<file path="config.mk">
export PLATFORM = sky130hd
export DESIGN_NAME = ar_tag_allocator_flat
export DESIGN_NICKNAME = d
export VERILOG_FILES = /design/src/rtl/ar_tag_allocator_if.sv /design/src/rtl/ar_tag_allocator.sv /design/src/flat_wrapper.sv
export SDC_FILE = /design/constraint.sdc
export NUM_CORES = 1
export LEC_CHECK = 0
export CORE_ASPECT_RATIO = 1.4
export CORE_MARGIN = 2
export CORE_UTILIZATION = 53
export CTS_BUF_LIST = sky130_fd_sc_hd__clkbuf_8
export DETAILED_ROUTE_END_ITERATION = 8
export HOLD_SLACK_MARGIN = 0.12
export PLACE_DENSITY = 0.81
export SETUP_SLACK_MARGIN = 0.4
export SLEW_MARGIN = 20
export SYNTH_ARGS = -nofsm -noshare
export SYNTH_HDL_FRONTEND = slang
export SYNTH_SLANG_ARGS = --single-unit
</file>
<file path="constraint.sdc">
create_clock -name clk -period 4.6 [get_ports clk]
set_clock_uncertainty 0.2 [all_clocks]
set_input_delay 0.46 -clock clk [delete_from_list [all_inputs] [get_ports clk]]
set_output_delay 0.46 -clock clk [all_outputs]
set_load 0.01 [all_outputs]
</file>
<file path="src/rtl/ar_tag_allocator_if.sv">
// AR request, downstream AR and tag-release signals of the tag allocator.
// Latency: none (signal bundle only).
// Backpressure: valid/ready on both AR sides; release has no backpressure.
interface ar_tag_allocator_if #(
  parameter int ID_WIDTH   = 4,
  parameter int ADDR_WIDTH = 32,
  parameter int LEN_WIDTH  = 8,
  parameter int TAG_WIDTH  = 4
) ();
  // upstream AR
  logic                  in_valid;
  logic                  in_ready;
  logic [ID_WIDTH-1:0]   in_id;
  logic [ADDR_WIDTH-1:0] in_addr;
  logic [LEN_WIDTH-1:0]  in_len;
  logic [2:0]            in_size;
  logic [1:0]            in_burst;
  logic [3:0]            in_qos;
  // downstream AR, id replaced by tag
  logic                  out_valid;
  logic                  out_ready;
  logic [TAG_WIDTH-1:0]  out_tag;
  logic [ADDR_WIDTH-1:0] out_addr;
  logic [LEN_WIDTH-1:0]  out_len;
  logic [2:0]            out_size;
  logic [1:0]            out_burst;
  logic [3:0]            out_qos;
  // tag release from the R return path
  logic                  rel_valid;
  logic [TAG_WIDTH-1:0]  rel_tag;
  logic [ID_WIDTH-1:0]   rel_orig_id;

  modport slave (
    input  in_valid, in_id, in_addr, in_len, in_size, in_burst, in_qos,
    output in_ready,
    output out_valid, out_tag, out_addr, out_len, out_size, out_burst, out_qos,
    input  out_ready,
    input  rel_valid, rel_tag,
    output rel_orig_id
  );

  modport master (
    output in_valid, in_id, in_addr, in_len, in_size, in_burst, in_qos,
    input  in_ready,
    input  out_valid, out_tag, out_addr, out_len, out_size, out_burst, out_qos,
    output out_ready,
    output rel_valid, rel_tag,
    input  rel_orig_id
  );
endinterface

</file>
<file path="src/rtl/ar_tag_allocator.sv">
// Assigns a free internal tag to each AR request and remembers its original ID until release.
// Latency: 1 cycle from input accept to out_valid (single output register stage).
// Backpressure: in_ready drops when all tags are busy or the output register is held by !out_ready.
module ar_tag_allocator #(
  parameter int ID_WIDTH   = 4,
  parameter int ADDR_WIDTH = 32,
  parameter int LEN_WIDTH  = 8,
  parameter int TAG_WIDTH  = 4
) (
  input  logic                 clk,
  input  logic                 rst,
  ar_tag_allocator_if.slave    bus,
  output logic [TAG_WIDTH:0]   outstanding,
  output logic                 full,
  output logic                 err_bad_free
);
  localparam int NUM_TAGS = 1 << TAG_WIDTH;

  // AR fields carried through unchanged
  typedef struct packed {
    logic [ADDR_WIDTH-1:0] addr;
    logic [LEN_WIDTH-1:0]  len;
    logic [2:0]            size;
    logic [1:0]            burst;
    logic [3:0]            qos;
  } ar_hdr_t;

  logic [NUM_TAGS-1:0] busy;
  logic [ID_WIDTH-1:0] id_tbl [NUM_TAGS];
  logic [TAG_WIDTH-1:0] alloc_tag;
  logic [TAG_WIDTH-1:0] out_tag_q;
  logic                 out_valid_q;
  logic [TAG_WIDTH:0]   outstanding_q;
  logic                 err_q;
  ar_hdr_t              in_hdr;
  ar_hdr_t              out_hdr;
  logic                 accept;
  logic                 rel_ok;

  assign in_hdr = '{addr: bus.in_addr, len: bus.in_len, size: bus.in_size,
                    burst: bus.in_burst, qos: bus.in_qos};

  // Allocation uses only the registered busy vector, so a tag freed this
  // cycle is not reusable until the next one, even when full.
  assign full         = &busy;
  assign bus.in_ready = !full && (!out_valid_q || bus.out_ready);
  assign accept       = bus.in_valid && bus.in_ready;
  assign rel_ok       = bus.rel_valid && busy[bus.rel_tag];

  assign bus.rel_orig_id = id_tbl[bus.rel_tag];
  assign bus.out_valid   = out_valid_q;
  assign bus.out_tag     = out_tag_q;
  assign bus.out_addr    = out_hdr.addr;
  assign bus.out_len     = out_hdr.len;
  assign bus.out_size    = out_hdr.size;
  assign bus.out_burst   = out_hdr.burst;
  assign bus.out_qos     = out_hdr.qos;
  assign outstanding     = outstanding_q;
  assign err_bad_free    = err_q;

  // Lowest-index free tag: scan downwards so the lowest free index wins.
  always_comb begin
    alloc_tag = '0;
    for (int i = NUM_TAGS - 1; i >= 0; i--) begin
      if (!busy[i]) alloc_tag = TAG_WIDTH'(i);
    end
  end

  // Busy vector: release clears, accept sets; an accepted tag is never the released one.
  always_ff @(posedge clk or posedge rst) begin
    if (rst) begin
      busy <= '0;
    end else begin
      if (rel_ok) busy[bus.rel_tag] <= 1'b0;
      if (accept) busy[alloc_tag]   <= 1'b1;
    end
  end

  // Original ID table; contents only meaningful while the tag is busy.
  always_ff @(posedge clk) begin
    if (accept) id_tbl[alloc_tag] <= bus.in_id;
  end

  // Output register: load on accept, drop on handshake, hold while stalled.
  always_ff @(posedge clk or posedge rst) begin
    if (rst) begin
      out_valid_q <= 1'b0;
      out_tag_q   <= '0;
      out_hdr     <= '0;
    end else if (accept) begin
      out_valid_q <= 1'b1;
      out_tag_q   <= alloc_tag;
      out_hdr     <= in_hdr;
    end else if (out_valid_q && bus.out_ready) begin
      out_valid_q <= 1'b0;
    end
  end

  // Busy-tag count; simultaneous accept and valid release cancel out.
  always_ff @(posedge clk or posedge rst) begin
    if (rst) begin
      outstanding_q <= '0;
    end else begin
      case ({accept, rel_ok})
        2'b10:   outstanding_q <= outstanding_q + 1'b1;
        2'b01:   outstanding_q <= outstanding_q - 1'b1;
        default: outstanding_q <= outstanding_q;
      endcase
    end
  end

  // Sticky flag for releasing a tag that was not allocated.
  always_ff @(posedge clk or posedge rst) begin
    if (rst) begin
      err_q <= 1'b0;
    end else if (bus.rel_valid && !busy[bus.rel_tag]) begin
      err_q <= 1'b1;
    end
  end
endmodule

</file>
<file path="src/flat_wrapper.sv">
// flat-port wrapper written by rule: the top's interface ports become plain ports
module ar_tag_allocator_flat 
#(
  parameter int ID_WIDTH   = 4,
  parameter int ADDR_WIDTH = 32,
  parameter int LEN_WIDTH  = 8,
  parameter int TAG_WIDTH  = 4
)
  (clk, rst, outstanding, full, err_bad_free, bus_in_valid, bus_in_id, bus_in_addr, bus_in_len, bus_in_size, bus_in_burst, bus_in_qos, bus_in_ready, bus_out_valid, bus_out_tag, bus_out_addr, bus_out_len, bus_out_size, bus_out_burst, bus_out_qos, bus_out_ready, bus_rel_valid, bus_rel_tag, bus_rel_orig_id);
  ar_tag_allocator_if #(.ID_WIDTH(ID_WIDTH), .ADDR_WIDTH(ADDR_WIDTH), .LEN_WIDTH(LEN_WIDTH), .TAG_WIDTH(TAG_WIDTH)) bus_i ();
  input  logic clk;
  input  logic rst;
  output logic [TAG_WIDTH:0] outstanding;
  output logic full;
  output logic err_bad_free;
  input wire logic [$bits(bus_i.in_valid)-1:0] bus_in_valid;
  input wire logic [$bits(bus_i.in_id)-1:0] bus_in_id;
  input wire logic [$bits(bus_i.in_addr)-1:0] bus_in_addr;
  input wire logic [$bits(bus_i.in_len)-1:0] bus_in_len;
  input wire logic [$bits(bus_i.in_size)-1:0] bus_in_size;
  input wire logic [$bits(bus_i.in_burst)-1:0] bus_in_burst;
  input wire logic [$bits(bus_i.in_qos)-1:0] bus_in_qos;
  output wire logic [$bits(bus_i.in_ready)-1:0] bus_in_ready;
  output wire logic [$bits(bus_i.out_valid)-1:0] bus_out_valid;
  output wire logic [$bits(bus_i.out_tag)-1:0] bus_out_tag;
  output wire logic [$bits(bus_i.out_addr)-1:0] bus_out_addr;
  output wire logic [$bits(bus_i.out_len)-1:0] bus_out_len;
  output wire logic [$bits(bus_i.out_size)-1:0] bus_out_size;
  output wire logic [$bits(bus_i.out_burst)-1:0] bus_out_burst;
  output wire logic [$bits(bus_i.out_qos)-1:0] bus_out_qos;
  input wire logic [$bits(bus_i.out_ready)-1:0] bus_out_ready;
  input wire logic [$bits(bus_i.rel_valid)-1:0] bus_rel_valid;
  input wire logic [$bits(bus_i.rel_tag)-1:0] bus_rel_tag;
  output wire logic [$bits(bus_i.rel_orig_id)-1:0] bus_rel_orig_id;
  assign bus_i.in_valid = bus_in_valid;
  assign bus_i.in_id = bus_in_id;
  assign bus_i.in_addr = bus_in_addr;
  assign bus_i.in_len = bus_in_len;
  assign bus_i.in_size = bus_in_size;
  assign bus_i.in_burst = bus_in_burst;
  assign bus_i.in_qos = bus_in_qos;
  assign bus_in_ready = bus_i.in_ready;
  assign bus_out_valid = bus_i.out_valid;
  assign bus_out_tag = bus_i.out_tag;
  assign bus_out_addr = bus_i.out_addr;
  assign bus_out_len = bus_i.out_len;
  assign bus_out_size = bus_i.out_size;
  assign bus_out_burst = bus_i.out_burst;
  assign bus_out_qos = bus_i.out_qos;
  assign bus_i.out_ready = bus_out_ready;
  assign bus_i.rel_valid = bus_rel_valid;
  assign bus_i.rel_tag = bus_rel_tag;
  assign bus_rel_orig_id = bus_i.rel_orig_id;
  ar_tag_allocator #(.ID_WIDTH(ID_WIDTH), .ADDR_WIDTH(ADDR_WIDTH), .LEN_WIDTH(LEN_WIDTH), .TAG_WIDTH(TAG_WIDTH)) u_core (.clk(clk), .rst(rst), .bus(bus_i), .outstanding(outstanding), .full(full), .err_bad_free(err_bad_free));
endmodule
</file>
Word level (Yosys, flattened, before mapping). Memory sizes are Yosys's and may differ from the RTL's. Cells that the tools add are included.

Logic and storage cells: 65. Output and inout port bits: 66. Memories: 1. Bits in registers: 76. Latch bits: 0. Memory bits (read-only): 0. Bits in writable memories: 64.

Equal/unequal tests: 2. Add/subtract/negate cells: 2. Div/mod/pow operators: 0. Reductions and logical operators: 14. Bitwise operators: 3. Multipliers: 0. Multiplexer cells: 29. Shift operators: 0. Order comparisons: 4.

Memories: u_core.id_tbl (depth 16, bits a word 4, read ports 1, clocked after Yosys merged registers in 0, write ports 1, RTL line ar_tag_allocator.sv:29) `logic [ID_WIDTH-1:0] id_tbl [NUM_TAGS];`.

Operator list (count): $mux W4 (16); $mux W16 (2); $and A16 B16 Y16 (1); $not A16 Y16 (1); $or A16 B16 Y16 (1); $reduce_and A16 Y1 (1); $lt A4 B5 Y1 const B (2); $pmux W5 S2 (1); $demux W1 S4 (2); $ge A4 B1 Y1 const B (2); $logic_and A1 B1 Y1 (7); $mux W1 (7); $add A5 B1 Y5 const B (1); $sub A5 B1 Y5 const B (1); $bmux W1 S4 (1); $reduce_bool A2 Y1 (2); $logic_not A1 Y1 (3); $eq A2 B1 Y1 const B (1); $eq A2 B2 Y1 const B (1); $logic_or A1 B1 Y1 (1).

Depth between registers and ports, before layout.
Word-level depth: 22. Mapped depth: 15. Depth with buffers taken out: 13.

Worst setup path before layout. Ideal clock, no wire load.

Path kind: in2reg. From: input port bus_rel_tag[1]. To: register u_core.outstanding_q[4] (netlist: u_core.outstanding[4]). Data arrival time: 3321 ps. Cell stages on the path: 13. Slack: 954 ps. Path through: clkbuf_1 -> mux4_2 -> nor2b_1 -> a211oi_1 -> a21oi_1 -> and2_1 -> ha_1 -> ha_1 -> nor2b_1 -> o21ai_0 -> a21oi_1 -> or3b_2 -> xnor2_1.

Longest elaborated chain between the ends: 5.

Ends and longest elaborated chain: start: declaration (RTL line flat_wrapper.sv:33) `input wire logic [$bits(bus_i.rel_tag)-1:0] bus_rel_tag;`; $bmux W1 S4 (*) (RTL line ar_tag_allocator.sv:48) `assign rel_ok = bus.rel_valid && busy[bus.rel_tag];`; $mux W1 (implied by the code) (*) (RTL line ar_tag_allocator.sv:48); $logic_and A1 B1 Y1 (*) (RTL line ar_tag_allocator.sv:48); $eq A2 B1 Y1 / $eq A2 B2 Y1 (equally long branches) (RTL line ar_tag_allocator.sv:104) `case ({accept, rel_ok})`; $pmux W5 S2 / $reduce_bool A2 Y1 (equally long branches); end signal: assignment (RTL line ar_tag_allocator.sv:105) `2'b10: outstanding_q <= outstanding_q + 1'b1;`; end signal: assignment (RTL line ar_tag_allocator.sv:106) `2'b01: outstanding_q <= outstanding_q - 1'b1;`; end signal: assignment (RTL line ar_tag_allocator.sv:107) `default: outstanding_q <= outstanding_q;`; end: declaration (RTL line ar_tag_allocator.sv:33) `logic [TAG_WIDTH:0] outstanding_q;`.

Mark *: on every way between the ends. The rest lies on a longest branch, timed or not. The select of a mux whose other input is x is not followed. A chain may end at the register's enable or synchronous reset.

Worst setup path after layout. Ends and elaborated chain as after synthesis.

==> results.json <==
{
  "synth.most_common_cell": "dfrtp_1",
  "relSlewSlack": 0.331,
  "timing.final.hold_violations": 0,
  "synth_cells": 376,
  "synth_edf_count": 64,
  "setup_viol": 0,
  "antenna_found_initial": 0,
  "area_growth_pct": 30.6,
  "cts_tree": "done",
  "drtIter0Drc": 273,
  "viasPerCell": 5.64,
  "yosysUniqueCellTypes": 49,
  "power.density_nw_per_um2": 467,
  "drive_gt1_frac": 0.221,
  "netlist_top_cells_count": "76 x dfrtp_1, 64 x edfxtp_1, 46 x mux2_4, 33 x o21ai_0, 24 x mux4_2",
  "dr.pass1.iters": 5,
  "met2_length_mm": 7.27,
  "arrival_ns": 4.05,
  "syn-num-nets": 443,
  "drt-total-wl_mm": 13.5,
  "maxCapViolations": 0,
  "critPathLaunchType": "primary input",
  "leakage_nw": 3.10,
  "grt_pass1_vias": 4129,
  "ir_drop_mv": 0.211,
  "switching_share": 0.291,
  "coreArea_sq_um": 11200,
  "fp.dieW_um": 94.4,
  "grt_first_pass_wirelength_mm": 21.9,
  "top_layer": "met4",
  "status": "complete, no violations",
  "wl_met1_mm": 4.99,
  "worst_pin_slew_ns": 0.995,
  "track_usage": 0.240,
  "synth_seq_area_share": 0.630,
  "wire_per_inst_um": 20.2,
  "timing.fmax_mhz": 255,
  "layout_worst_path_cycle_share": 0.853,
  "p_sw_w": 0.00107,
  "fin_area_sq_um": 7930,
  "pin_count": 128,
  "synth_top_area_share": 0.317,
  "initial_core_util": 0.541,
  "rsz0062_at_grt": "false",
  "insertion_delay_ns": 0.43,
  "post_cts_resized": 0,
  "drc_errors": 0,
  "yosysWarnings": 0,
  "hpwl_mm": 9.93,
  "synth_seq_cells": 140,
  "combinationalPowerShare": 0.249,
  "die_area_sq_um": 12300,
  "met3_length_um": 969,
  "dominantRegCellSynth": "dfrtp_1",
  "cts.sinks": 140,
  "grt_max_degree": 54,
  "cts.clk_slew.worst_paths_ns": 0.08,
  "fin_nets": 579,
  "placed_area_sq_um": 7460,
  "synthesis.area_sq_um": 6070,
  "worstSetupPathType": "primary input to flop",
  "setup.worst_path.end_class": "flop",
  "antenna_cells": 0,
  "seq_power_share": 0.440,
  "drv_slew": 0,
  "ant_nets": 0,
  "syn_area_per_cell_sq_um": 16.1,
  "gr-total-overflow": 0,
  "cts_buffers": 17,
  "cp_max_fo": 9,
  "period_minus_slack_ns": 3.92,
  "yosys.area.top_type": "edfxtp_1",
  "final.setup.tns_ns": 0,
  "htree_levels": 4,
  "synthTopCellsByArea": "edfxtp_1 32%, dfrtp_1 31%, mux2_4 11%",
  "p_int_w": 0.00262,
  "postCtsSetupBuffers": 0,
  "min_path_type": "primary input to async pin",
  "gp_congestion": 0.938,
  "rows": 46,
  "vias": 3773,
  "port_buffers": 127,
  "clock_path_buffers": 2,
  "ctsHoldBuffers": 0,
  "cp_data_required_time_ns": 4.73,
  "async_flop_share": 0.543,
  "power.share.clock": 0.311,
  "root_buffer": "clkbuf_8",
  "die_y_um": 131
}
## area by class of cell
| cell class | instances | area, sq um |
|---|---|---|
| inverters | 11 | 41.3 |
| flip-flops and latches | 140 | 3820 |
| clock inverters | 15 | 231 |
| repair buffers | 132 | 1310 |
| well taps | 144 | 180 |
| multi-input cells | 210 | 2110 |
| clock buffers | 17 | 234 |
| fillers | 760 | 3300 |
## per-stage QoR
step	utilization	instances	setup WS [ns]	power (W)	hold slack, ns
4_1_cts	0.706	669	0.717	0.00373	0.243
3_5_place_dp	0.665	637	0.242	0.00257	0.279
5_1_grt	0.706	669	0.470	0.00388	0.325
3_3_place_gp	0.665	637	0.344	0.00254	0.279
6_report	0.706	669	0.678	0.00370	0.243
2_1_floorplan	-	376	0.954	0.00212	0.307
## sequential cells by signal, summed over array words and instances, names as in the netlist
signal / count
u_core.busy: 16
u_core.bus.out_tag: 4
u_core.bus.out_qos: 4
u_core.bus.out_valid: 1
u_core.err_bad_free: 1
u_core.bus.out_len: 8
u_core.bus.out_burst: 2
u_core.outstanding: 5
u_core.bus.out_addr: 32
u_core.id_tbl: 64
u_core.bus.out_size: 3
## per-layer routing
layer | vias up | track usage
met5 | - | 0
met4 | 0 | 0.0997
met3 | 27 | 0.0843
met2 | 181 | 0.421
met1 | 1874 | 0.266
li1 | 1691 | -
## worst max-delay path, stage by stage
cell and delay (ns):
clkdlybuf4s50_1 0.74, mux4_2 0.57, nor2b_1 0.14, a211oi_1 0.21, a21oi_1 0.11, and2_1 0.22
ha_1 0.23, ha_1 0.34, nor2b_1 0.15, o21ai_0 0.20, a21oi_1 0.10, or3b_2 0.45
xnor2_1 0.13
## kinds of logic after synthesis
group	count (synthesis)	synth area share
compound gates	55	0.0526
xor+xnor	4	0.00577
fa+ha+maj	5	0.0115
buf+inv	26	0.0235
flops	140	0.630
mux	76	0.214
simple gates	70	0.0629
## final timing paths
| kind | endpoint | depth (start not counted) | slack (ns) | startpoint |
|---|---|---|---|---|
| worst max-delay path | u_core.outstanding[4]$_DFFE_PP0P_ | 13 | 0.68 | bus_rel_tag[1] |
| worst min-delay path | u_core.bus.out_addr[15]$_DFFE_PP0P_ | 2 | 0.24 | rst |
| worst max register to register | u_core.outstanding[4]$_DFFE_PP0P_ | 12 | 1.01 | u_core.busy[0]$_DFF_PP0_ |
| worst min register to register | u_core.err_bad_free$_DFFE_PP0P_ | 1 | 0.29 | u_core.err_bad_free$_DFFE_PP0P_ |
| max in group asynchronous | u_core.bus.out_addr[6]$_DFFE_PP0P_ | 3 | 2.96 | rst |
| min in group clk | u_core.err_bad_free$_DFFE_PP0P_ | 1 | 0.29 | u_core.err_bad_free$_DFFE_PP0P_ |
## cell usage in the layout, fill, tap and decap left out, types with 7 or more instances in the layout
| cell type | n |
|---|---|
| inv_1 | 10 |
| nand2b_1 | 9 |
| mux2_4 | 46 |
| o21ai_0 | 33 |
| clkdlybuf4s50_1 | 127 |
| edfxtp_1 | 64 |
| clkbuf_8 | 17 |
| nor2_1 | 16 |
| a21oi_1 | 7 |
| nand2_1 | 13 |
| mux4_2 | 24 |
| inv_6 | 7 |
| dfrtp_1 | 76 |
## power by group through the flow
stage / clock network [W] / logic (W) / registers, W
after detailed placement: 0 / 0.000927 / 0.00164
after global placement: 0 / 0.000900 / 0.00164
after floorplan: 0 / 0.000476 / 0.00165
after global routing: 0.00123 / 0.00100 / 0.00165
after CTS: 0.00117 / 0.000934 / 0.00163
final: 0.00115 / 0.000923 / 0.00163
(Power assumes the default switching activity.)
